==> src/rtl/ram_arbiter_pkg.sv <==
// Shared definitions for the two-requester RAM arbiter: state encodings,
// default widths, the WAIT timeout default and the owner encoding.
package ram_arbiter_pkg;

  localparam int DEF_ADDR_W  = 17;
  localparam int DEF_DATA_W  = 16;
  localparam int DEF_TIMEOUT = 15;

  // Codes are shown on the seven-segment display, so they are fixed.
  typedef enum logic [3:0] {
    ST_IDLE  = 4'd0,
    ST_ISSUE = 4'd1,
    ST_WAIT  = 4'd2,
    ST_RESP  = 4'd3
  } state_e;

  localparam logic OWNER_A = 1'b0;
  localparam logic OWNER_B = 1'b1;

endpackage

==> src/rtl/ram_arbiter_if.sv <==
// Bus bundle between the two requesters, the arbiter and the memory
// controller.
//   a_* / b_*  : request (req, we, addr, wdata) and response (ack, err, rdata)
//   mem_*      : strobes, latched address/data, done and read data
// Modports:
//   slave  - the arbiter
//   master - the requesters and the memory controller (the environment)
interface ram_arbiter_if
  import ram_arbiter_pkg::*;
#(
  parameter int ADDR_W = DEF_ADDR_W,
  parameter int DATA_W = DEF_DATA_W
);
  logic              a_req;
  logic              a_we;
  logic [ADDR_W-1:0] a_addr;
  logic [DATA_W-1:0] a_wdata;
  logic              a_ack;
  logic              a_err;
  logic [DATA_W-1:0] a_rdata;

  logic              b_req;
  logic              b_we;
  logic [ADDR_W-1:0] b_addr;
  logic [DATA_W-1:0] b_wdata;
  logic              b_ack;
  logic              b_err;
  logic [DATA_W-1:0] b_rdata;

  logic              mem_en;
  logic              mem_re;
  logic              mem_we;
  logic [ADDR_W-1:0] mem_addr;
  logic [DATA_W-1:0] mem_wdata;
  logic              mem_done;
  logic [DATA_W-1:0] mem_rdata;

  modport slave (
    input  a_req, a_we, a_addr, a_wdata,
    output a_ack, a_err, a_rdata,
    input  b_req, b_we, b_addr, b_wdata,
    output b_ack, b_err, b_rdata,
    output mem_en, mem_re, mem_we, mem_addr, mem_wdata,
    input  mem_done, mem_rdata
  );

  modport master (
    output a_req, a_we, a_addr, a_wdata,
    input  a_ack, a_err, a_rdata,
    output b_req, b_we, b_addr, b_wdata,
    input  b_ack, b_err, b_rdata,
    input  mem_en, mem_re, mem_we, mem_addr, mem_wdata,
    output mem_done, mem_rdata
  );

endinterface

==> src/rtl/ram_arbiter.sv <==
// Round-robin arbiter giving two requesters access to one memory
// controller, one transaction at a time, with a bounded wait for mem_done.
// Ports:
//   clk   - system clock
//   rst   - asynchronous active-low reset
//   bus   - requester A/B handshakes and memory controller signals (slave)
//   owner - current or last grant (0 = A, 1 = B)
//   state - FSM state code for the seven-segment display
//
// state | meaning
// IDLE  | sample a_req/b_req, grant and latch the winner's request
// ISSUE | one-cycle mem_re or mem_we strobe
// WAIT  | wait for mem_done, give up after TIMEOUT cycles
// RESP  | one-cycle ack with err/rdata to the owner
module ram_arbiter
  import ram_arbiter_pkg::*;
#(
  parameter int ADDR_W  = DEF_ADDR_W,
  parameter int DATA_W  = DEF_DATA_W,
  parameter int TIMEOUT = DEF_TIMEOUT
) (
  input  logic           clk,
  input  logic           rst,
  ram_arbiter_if.slave   bus,
  output logic           owner,
  output logic [3:0]     state
);

  localparam int CNT_W = (TIMEOUT > 1) ? $clog2(TIMEOUT) : 1;
  // Last WAIT cycle: the counter starts at 0, so WAIT lasts TIMEOUT cycles.
  localparam logic [CNT_W-1:0] CNT_LAST = CNT_W'(TIMEOUT - 1);

  state_e            state_q, state_d;
  logic              owner_q, owner_d;
  logic              we_q, we_d;
  logic [ADDR_W-1:0] addr_q, addr_d;
  logic [DATA_W-1:0] wdata_q, wdata_d;
  logic [CNT_W-1:0]  cnt_q, cnt_d;
  logic              err_q, err_d;
  logic [DATA_W-1:0] rdata_q, rdata_d;
  logic              grant_b;

  always_ff @(posedge clk or negedge rst) begin
    if (!rst) begin
      state_q <= ST_IDLE;
      owner_q <= OWNER_A;
      we_q    <= 1'b0;
      addr_q  <= '0;
      wdata_q <= '0;
      cnt_q   <= '0;
      err_q   <= 1'b0;
      rdata_q <= '0;
    end else begin
      state_q <= state_d;
      owner_q <= owner_d;
      we_q    <= we_d;
      addr_q  <= addr_d;
      wdata_q <= wdata_d;
      cnt_q   <= cnt_d;
      err_q   <= err_d;
      rdata_q <= rdata_d;
    end
  end

  always_comb begin
    state_d = state_q;
    owner_d = owner_q;
    we_d    = we_q;
    addr_d  = addr_q;
    wdata_d = wdata_q;
    cnt_d   = cnt_q;
    err_d   = err_q;
    rdata_d = rdata_q;
    grant_b = 1'b0;
    unique case (state_q)
      ST_IDLE: begin
        if (bus.a_req || bus.b_req) begin
          // On a tie the requester that was not granted last wins.
          grant_b = bus.b_req && (!bus.a_req || (owner_q == OWNER_A));
          owner_d = grant_b;
          we_d    = grant_b ? bus.b_we    : bus.a_we;
          addr_d  = grant_b ? bus.b_addr  : bus.a_addr;
          wdata_d = grant_b ? bus.b_wdata : bus.a_wdata;
          state_d = ST_ISSUE;
        end
      end
      ST_ISSUE: begin
        cnt_d   = '0;
        state_d = ST_WAIT;
      end
      ST_WAIT: begin
        // mem_done wins over a timeout landing in the same cycle.
        if (bus.mem_done) begin
          err_d   = 1'b0;
          rdata_d = we_q ? '0 : bus.mem_rdata;
          state_d = ST_RESP;
        end else if (cnt_q == CNT_LAST) begin
          err_d   = 1'b1;
          rdata_d = '0;
          state_d = ST_RESP;
        end else begin
          cnt_d = cnt_q + 1'b1;
        end
      end
      ST_RESP: begin
        state_d = ST_IDLE;
      end
      default: begin
        state_d = ST_IDLE;
      end
    endcase
  end

  // Strobes decode straight from the state flop so reset drops them at once.
  assign bus.mem_en    = (state_q != ST_IDLE);
  assign bus.mem_re    = (state_q == ST_ISSUE) && !we_q;
  assign bus.mem_we    = (state_q == ST_ISSUE) && we_q;
  assign bus.mem_addr  = addr_q;
  assign bus.mem_wdata = wdata_q;

  assign bus.a_ack   = (state_q == ST_RESP) && (owner_q == OWNER_A);
  assign bus.b_ack   = (state_q == ST_RESP) && (owner_q == OWNER_B);
  assign bus.a_err   = bus.a_ack && err_q;
  assign bus.b_err   = bus.b_ack && err_q;
  assign bus.a_rdata = bus.a_ack ? rdata_q : '0;
  assign bus.b_rdata = bus.b_ack ? rdata_q : '0;

  assign owner = owner_q;
  assign state = state_q;

endmodule
==> src/flat_wrapper.sv <==
// flat-port wrapper written by rule: the top's interface ports become plain ports
module ram_arbiter_flat import ram_arbiter_pkg::*;
#(
  parameter int ADDR_W  = DEF_ADDR_W,
  parameter int DATA_W  = DEF_DATA_W,
  parameter int TIMEOUT = DEF_TIMEOUT
)
  (clk, rst, owner, state, bus_a_req, bus_a_we, bus_a_addr, bus_a_wdata, bus_a_ack, bus_a_err, bus_a_rdata, bus_b_req, bus_b_we, bus_b_addr, bus_b_wdata, bus_b_ack, bus_b_err, bus_b_rdata, bus_mem_en, bus_mem_re, bus_mem_we, bus_mem_addr, bus_mem_wdata, bus_mem_done, bus_mem_rdata);
  ram_arbiter_if #(.ADDR_W(ADDR_W), .DATA_W(DATA_W)) bus_i ();
  input  logic clk;
  input  logic rst;
  output logic owner;
  output logic [3:0] state;
  input wire logic [$bits(bus_i.a_req)-1:0] bus_a_req;
  input wire logic [$bits(bus_i.a_we)-1:0] bus_a_we;
  input wire logic [$bits(bus_i.a_addr)-1:0] bus_a_addr;
  input wire logic [$bits(bus_i.a_wdata)-1:0] bus_a_wdata;
  output wire logic [$bits(bus_i.a_ack)-1:0] bus_a_ack;
  output wire logic [$bits(bus_i.a_err)-1:0] bus_a_err;
  output wire logic [$bits(bus_i.a_rdata)-1:0] bus_a_rdata;
  input wire logic [$bits(bus_i.b_req)-1:0] bus_b_req;
  input wire logic [$bits(bus_i.b_we)-1:0] bus_b_we;
  input wire logic [$bits(bus_i.b_addr)-1:0] bus_b_addr;
  input wire logic [$bits(bus_i.b_wdata)-1:0] bus_b_wdata;
  output wire logic [$bits(bus_i.b_ack)-1:0] bus_b_ack;
  output wire logic [$bits(bus_i.b_err)-1:0] bus_b_err;
  output wire logic [$bits(bus_i.b_rdata)-1:0] bus_b_rdata;
  output wire logic [$bits(bus_i.mem_en)-1:0] bus_mem_en;
  output wire logic [$bits(bus_i.mem_re)-1:0] bus_mem_re;
  output wire logic [$bits(bus_i.mem_we)-1:0] bus_mem_we;
  output wire logic [$bits(bus_i.mem_addr)-1:0] bus_mem_addr;
  output wire logic [$bits(bus_i.mem_wdata)-1:0] bus_mem_wdata;
  input wire logic [$bits(bus_i.mem_done)-1:0] bus_mem_done;
  input wire logic [$bits(bus_i.mem_rdata)-1:0] bus_mem_rdata;
  assign bus_i.a_req = bus_a_req;
  assign bus_i.a_we = bus_a_we;
  assign bus_i.a_addr = bus_a_addr;
  assign bus_i.a_wdata = bus_a_wdata;
  assign bus_a_ack = bus_i.a_ack;
  assign bus_a_err = bus_i.a_err;
  assign bus_a_rdata = bus_i.a_rdata;
  assign bus_i.b_req = bus_b_req;
  assign bus_i.b_we = bus_b_we;
  assign bus_i.b_addr = bus_b_addr;
  assign bus_i.b_wdata = bus_b_wdata;
  assign bus_b_ack = bus_i.b_ack;
  assign bus_b_err = bus_i.b_err;
  assign bus_b_rdata = bus_i.b_rdata;
  assign bus_mem_en = bus_i.mem_en;
  assign bus_mem_re = bus_i.mem_re;
  assign bus_mem_we = bus_i.mem_we;
  assign bus_mem_addr = bus_i.mem_addr;
  assign bus_mem_wdata = bus_i.mem_wdata;
  assign bus_i.mem_done = bus_mem_done;
  assign bus_i.mem_rdata = bus_mem_rdata;
  ram_arbiter #(.ADDR_W(ADDR_W), .DATA_W(DATA_W), .TIMEOUT(TIMEOUT)) u_core (.clk(clk), .rst(rst), .bus(bus_i), .owner(owner), .state(state));
endmodule
==> config.mk <==
export PLATFORM = sky130hd
export DESIGN_NAME = ram_arbiter_flat
export DESIGN_NICKNAME = d
export VERILOG_FILES = /design/src/rtl/ram_arbiter_pkg.sv /design/src/rtl/ram_arbiter_if.sv /design/src/rtl/ram_arbiter.sv /design/src/flat_wrapper.sv
export SDC_FILE = /design/constraint.sdc
export NUM_CORES = 1
export LEC_CHECK = 0
export BUFFER_PORTS_ARGS = -buffer_cell sky130_fd_sc_hd__buf_2
export CORE_ASPECT_RATIO = 1.1
export CORE_UTILIZATION = 45
export DETAILED_ROUTE_END_ITERATION = 8
export PLACE_DENSITY = 0.82
export SYNTH_ARGS = -nofsm -noshare
export SYNTH_HDL_FRONTEND = slang
export SYNTH_SLANG_ARGS = --single-unit
==> constraint.sdc <==
create_clock -name clk -period 4.4 [get_ports clk]
set_input_delay 1.1 -clock clk [delete_from_list [all_inputs] [get_ports clk]]
set_output_delay 1.1 -clock clk [all_outputs]
set_load 0.02 [all_outputs]
==> results of run 1 <==
routing by layer:
layer  part of all wire  global-route usage  vias to the layer above
met5                  0                   0                        -
met4              0.020             0.09933                        0
met3              0.074             0.04421                       11
li1                   -                   -                     1272
met2               0.50              0.3628                      128
met1               0.41              0.2308                     1167
through the flow:
| step | hold slack, ns | instance area, um2 | cells | total power, mW |
|---|---|---|---|---|
| finish | 0.4798 | 3923 | 518 | 2.562 |
| global route | 0.5131 | 3923 | 518 | 2.751 |
| CTS | 0.4854 | 3923 | 518 | 2.593 |
| detailed placement | 0.4704 | 3737 | 502 | 2.124 |
| global placement | 0.4557 | 3737 | 502 | 2.073 |
| floorplan | 0.4792 | 2915 | 277 | 1.739 |
where the power goes:
part	total, mW	switching (mW)	leakage [nW]	internal (mW)
Clock	0.455	0.197	0.0958	0.257
Sequential	0.948	0.175	0.729	0.773
Combinational	1.16	0.722	1.38	0.437
cells by family (layout without fill, tap and decap cells):
| group | count (synthesis) | in the layout | share of synthesized area |
|---|---|---|---|
| other cells | 1 | 2 | 0.001288 |
| mux | 37 | 37 | 0.1281 |
| fa+ha+maj | 6 | 6 | 0.02578 |
| flops | 58 | 58 | 0.4985 |
| buf+inv | 28 | 189 | 0.05673 |
| compound gates | 63 | 63 | 0.1414 |
| simple gates | 83 | 83 | 0.1483 |
worst paths after layout:
kind,endpoint,start,slack [ns]
max,bus_a_rdata[0],u_core.state[0],0.93
max reg2reg,u_core.bus.mem_addr[1],u_core.owner,2.08
min reg2reg,u_core.bus.mem_addr[1],u_core.bus.mem_addr[1],0.48
max in group asynchronous,u_core.state[0],rst,2.80
min in group asynchronous,u_core.rdata_q[11],rst,0.78
min,u_core.bus.mem_addr[1],u_core.bus.mem_addr[1],0.48
worst max-delay path: stages (launching register included):
cell     delay, ns
dfrtp_1       0.41
ha_1          0.48
nor2b_1       0.79
and2_1        0.23
buf_2         0.16
flip-flops by register name (all words and copies together), names as in the netlist:
register              cells
u_core.cnt_q              4
u_core.err_q              1
u_core.owner              1
u_core.state              2
u_core.bus.mem_wdata     16
u_core.we_q               1
u_core.bus.mem_addr      17
u_core.rdata_q           16
synthesized netlist by cell type:
cell type,n,area share
dfrtp_1,58,0.50
nand2_1,36,0.046
mux2i_1,35,0.12
o21ai_0,24,0.041
and2_1,19,0.041
and3_1,17,0.037
a22o_1,16,0.048
o21ai_1,13,0.022
clkbuf_1,7,0.0090
inv_1,7,0.0090
buf_2,6,0.010
ha_1,6,0.026
buf_6,4,0.015
buf_4,3,0.0077
nor2_1,3,0.0039
a21oi_1,2,0.0034
mux2_2,2,0.0077
nand3_1,2,0.0034
nand4_1,2,0.0043
a21boi_1,1,0.0026
a22oi_1,1,0.0026
a31oi_1,1,0.0022
a31oi_4,1,0.0073
a41oi_1,1,0.0030
buf_8,1,0.0052
conb_1,1,0.0013
nand2b_4,1,0.0047
nor2b_1,1,0.0022
o211ai_1,1,0.0026
o221ai_1,1,0.0030
o22a_1,1,0.0030
or2b_1,1,0.0026
or4b_1,1,0.0034
layout make-up:
type | count | area, um2
Clock inverter | 6 | 57.56
Fill cell | 529 | 2271
Clock buffer | 10 | 127.6
Timing Repair Buffer | 166 | 838.3
Tap cell | 80 | 100.1
Sequential cell | 58 | 1451
Multi-Input combinational cell | 191 | 1321
Inverter | 7 | 26.28
==> metrics, run 1 <==
status=completed; clk buf depth=2; most frequent cells in the layout=buf_2 (163), dfrtp_1 (58), nand2_1 (36); post-synthesis cell type count=33; Mapped Cells=276; DRT antenna net count=0; initial antenna violation count=0; Post-Place Setup Slack=1.246 ns; Initial DRC Count=94; Synth Area per Inst=10.55 um2; Pins Over Slew Limit=0; cts bufs inserted=9; hold path depth=2; worst reg2reg path depth=4; Setup Skew=0.01384 ns; via count=2578; commonest non-fill, non-tap cell in the layout=buf_2; leakage power total=2.202 nW; # diodes=0; # setup viols final=0; count of hold-fix buffers inserted at cts=0; Layout area overhead=34.72%; first-pass GRT wire length=10.64 mm; Max Freq=0.2878 GHz; post-synthesis sequential area ratio=0.4985; IO Port Bufs=163; die area=0.006796 mm2; startpoint types=flop; final period utilization=0.7897; num rows=30; RePlAce Congestion=0.7865; crit path max fanout=19; Fin. Hold Viols=0; Reg clk slew, reported paths=0.06 ns; RSZ-0062 raised after global routing=no; CP Data Arrival Time=2.37 ns; largest net degree at the start of global routing=39; post-CTS resize count=0; actual slew at the worst max-slew pin=1.042 ns; Yosys reg bits=58; Core ar.=0.006193 mm2; dpl hpwl=5.134 mm; Final Util=0.6333; vias in the first global route=2356; total negative slack=0 ns; CTS root buf=clkbuf_8; CP Class=flop to primary output; Post-Syn Area=0.002912 mm2; Slew HR=0.3027; Detailed Routing Iterations Pass 1=4; wire per inst=13.10 um; Tmin final=3.475 ns; Max Cap Viol=0; CTS tree=built; Post CTS Setup Buffer Count=0; nets=528; # clock sinks=58; DRC=0; total number of yosys warnings=0; Clock Latency Late Sink=0.32 ns; Tot GR Track Use=0.2039; initial core utilization=0.4701; Die Y-Extent=86.36 um; I/O pin count=166; CP required=3.30 ns; post-DR vias/cell=4.977; Final WS setup=0.9255 ns; Worst VDD drop=0.3594 mV; Remaining Overflow, GRT=0; power per cell area=653.1 mW/mm2; Worst setup EP type=primary output; proportion of layout cells with a drive suffix above 1=0.4269; Detailed Route WL=6.788 mm; Die Width=78.70 um; hold crit path type=flop to flop; H-tree depth=3
Note: power is estimated with default switching activity, not from simulation.
==> run 2: changes to the inputs <==
--- a/config.mk
+++ b/config.mk
@@ -5,11 +5,12 @@
 export SDC_FILE = /design/constraint.sdc
 export NUM_CORES = 1
 export LEC_CHECK = 0
+export ABC_AREA = 1
 export BUFFER_PORTS_ARGS = -buffer_cell sky130_fd_sc_hd__buf_2
 export CORE_ASPECT_RATIO = 1.1
-export CORE_UTILIZATION = 45
+export CORE_UTILIZATION = 41
 export DETAILED_ROUTE_END_ITERATION = 8
-export PLACE_DENSITY = 0.82
+export PLACE_DENSITY = 0.77
 export SYNTH_ARGS = -nofsm -noshare
 export SYNTH_HDL_FRONTEND = slang
 export SYNTH_SLANG_ARGS = --single-unit
==> constraint.sdc (replaced) <==
create_clock -name clk -period 3 [get_ports clk]
set_input_delay 0.75 -clock clk [delete_from_list [all_inputs] [get_ports clk]]
set_output_delay 0.75 -clock clk [all_outputs]
set_load 0.02 [all_outputs]
==> metrics, run 2 <==
cts bufs inserted=9 (unchanged); leakage power total=2.596 nW (+18%); num rows=33 (+10%); Synth Area per Inst=6.988 um2 (-34%); proportion of layout cells with a drive suffix above 1=0.3066 (-0.1204); Initial DRC Count=140 (+49%); post-synthesis sequential area ratio=0.4636 (-0.03487); RSZ-0062 raised after global routing=no; Total Power=3.720 mW (+45%); DP Area=0.003944 mm2 (+5.5%); Synth area leader=dfrtp_1; Tmin final=2.419 ns; Detailed Route WL=8.008 mm (+18%); Remaining Overflow, GRT=0 (unchanged); ys async rst share=1.000 (unchanged); RePlAce Congestion=0.7672 (-2.5%); Layout area overhead=31.22%; nets=700 (+33%); hold path depth=2 (unchanged); Worst setup EP type=primary output; dpl hpwl=5.938 mm (+16%); Post-synth top cells=nand2_1 (234), dfrtp_1 (58), nand3_1 (44), nor2_1 (38), inv_1 (31); Clock Latency Late Sink=0.33 ns (about the same); CP Data Arrival Time=1.67 ns (-0.70 ns); initial core utilization=0.4212 (-0.04889); commonest non-fill, non-tap cell in the layout=nand2_1; Post-Syn Area=0.003131 mm2 (+7.5%); Final Util=0.5527 (-0.08064); Final Cell Area=0.004108 mm2 (+4.7%); Core ar.=0.007432 mm2 (+20%); Die Width=85.32 um (+8.4%); initial antenna violation count=0 (unchanged); die area=0.007989 mm2 (+18%); I/O pin count=166 (unchanged); Hold Slack=0.4690 ns (-0.01085 ns); first-pass GRT wire length=12.79 mm (+20%); power per cell area=905.6 mW/mm2 (+39%); Pins Over Slew Limit=0 (unchanged); Post CTS Setup Buffer Count=0 (unchanged); Slew HR=0.3486 (+0.04589); count of hold-fix buffers inserted at cts=0 (unchanged); number of synthesized flops with an enable pin=0 (unchanged); IO Port Bufs=163 (unchanged); post-DR vias/cell=4.640 (-6.8%); Max Cap Viol=0 (unchanged); H-tree depth=3 (unchanged); Detailed Routing Iterations Pass 1=4 (unchanged); # diodes=0 (unchanged); post-synthesis cell type count=20 (-39%); actual slew at the worst max-slew pin=0.9771 ns (-0.06498 ns); max reg flops=17 (unchanged); most frequent cells in the layout=nand2_1 (234), buf_2 (163), dfrtp_1 (58); top-area cell type share of the netlist area=0.4636 (-0.03487); CP required=2.25 ns (-1.05 ns); crit path max fanout=18 (-1); largest net degree at the start of global routing=45 (+15%); startpoint types=flop; Post-synth top flop=dfrtp_1; hold crit path type=flop to flop; final period utilization=0.8065; Worst VDD drop=0.3852 mV (+7.2%); CTS tree=built; Tot GR Track Use=0.2054 (+0.001544); CTS root buf=clkbuf_8; # clock sinks=58 (unchanged); worst reg2reg path depth=6 (+2); Yosys reg bits=58 (unchanged); DRT antenna net count=0 (unchanged); count leader, synth=nand2_1; Max Freq=0.4133 GHz; DRC=0 (unchanged); CP Class=flop to primary output; Reg clk slew, reported paths=0.07 ns (about the same); total number of yosys warnings=0 (unchanged); Mapped Cells=448 (+62%); total negative slack=0 ns (unchanged); via count=3234 (+25%); Synth area leaders=dfrtp_1 (46%), nand2_1 (28%), nand3_1 (7.0%); Fin. Hold Viols=0 (unchanged); post-CTS resize count=0 (unchanged); wire per inst=11.49 um (-12%); clk buf depth=2 (unchanged); Setup Skew=0.01037 ns (-0.003468 ns); vias in the first global route=2782 (+18%); # setup viols final=0 (unchanged); Die Y-Extent=93.65 um (+8.4%); status=completed
==> run 2: power breakdown <==
group	internal, mW	switching [mW]
Sequential	1.12	0.211
Clock	0.319	0.280
Combinational	0.568	1.22
Total	2.01	1.71
==> run 2: critical path, stage by stage, from the launching register on <==
cell and delay [ns]:
dfrtp_1 0.43, ha_1 0.23, nand2_1 0.41, nor2_1 0.08
buf_2 0.18
==> run 2: worst paths after layout <==
check,from,to,slack (ns)
max reg2reg,u_core.state[0],u_core.bus.mem_addr[3],1.36
min,u_core.rdata_q[3],u_core.rdata_q[3],0.47
min in group asynchronous,rst,u_core.rdata_q[15],0.58
max in group asynchronous,rst,u_core.bus.mem_addr[1],1.68
max,u_core.state[0],bus_b_rdata[5],0.58
min reg2reg,u_core.rdata_q[3],u_core.rdata_q[3],0.47
==> run 2: logic make-up after synthesis <==
family,Yosys count,synth area share
and+or+nand+nor,320,0.4061
DFF,58,0.4636
buffers and inverters,56,0.08833
AOI/OAI and AO/OA,6,0.01399
adders and majority gates,6,0.02398
xor gates and xnor gates,1,0.002798
other,1,0.001198
==> run 2: through the flow <==
step,setup WS (ns),std cells
after floorplan,0.5742,449
after global placement,0.9975,681
after detailed placement,0.9321,681
after CTS,0.5587,697
after global routing,0.4829,697
final,0.5806,697
==> run 2: final cells by class <==
cell class,instances,area (um2)
Multi-Input combinational cell,335,1406
Tap cell,87,108.9
Inverter,33,123.9
Timing Repair Buffer,168,853.3
Clock inverter,3,15.01
Sequential cell,58,1451
Fill cell,750,3324
Clock buffer,13,148.9
==> run 2: per-layer routing <==
metal  GRT usage  routed length (um)
met1      0.2432                3448
met3     0.04678                 576
met4     0.06667                  68
met2      0.3683                3915
met5           0                   0
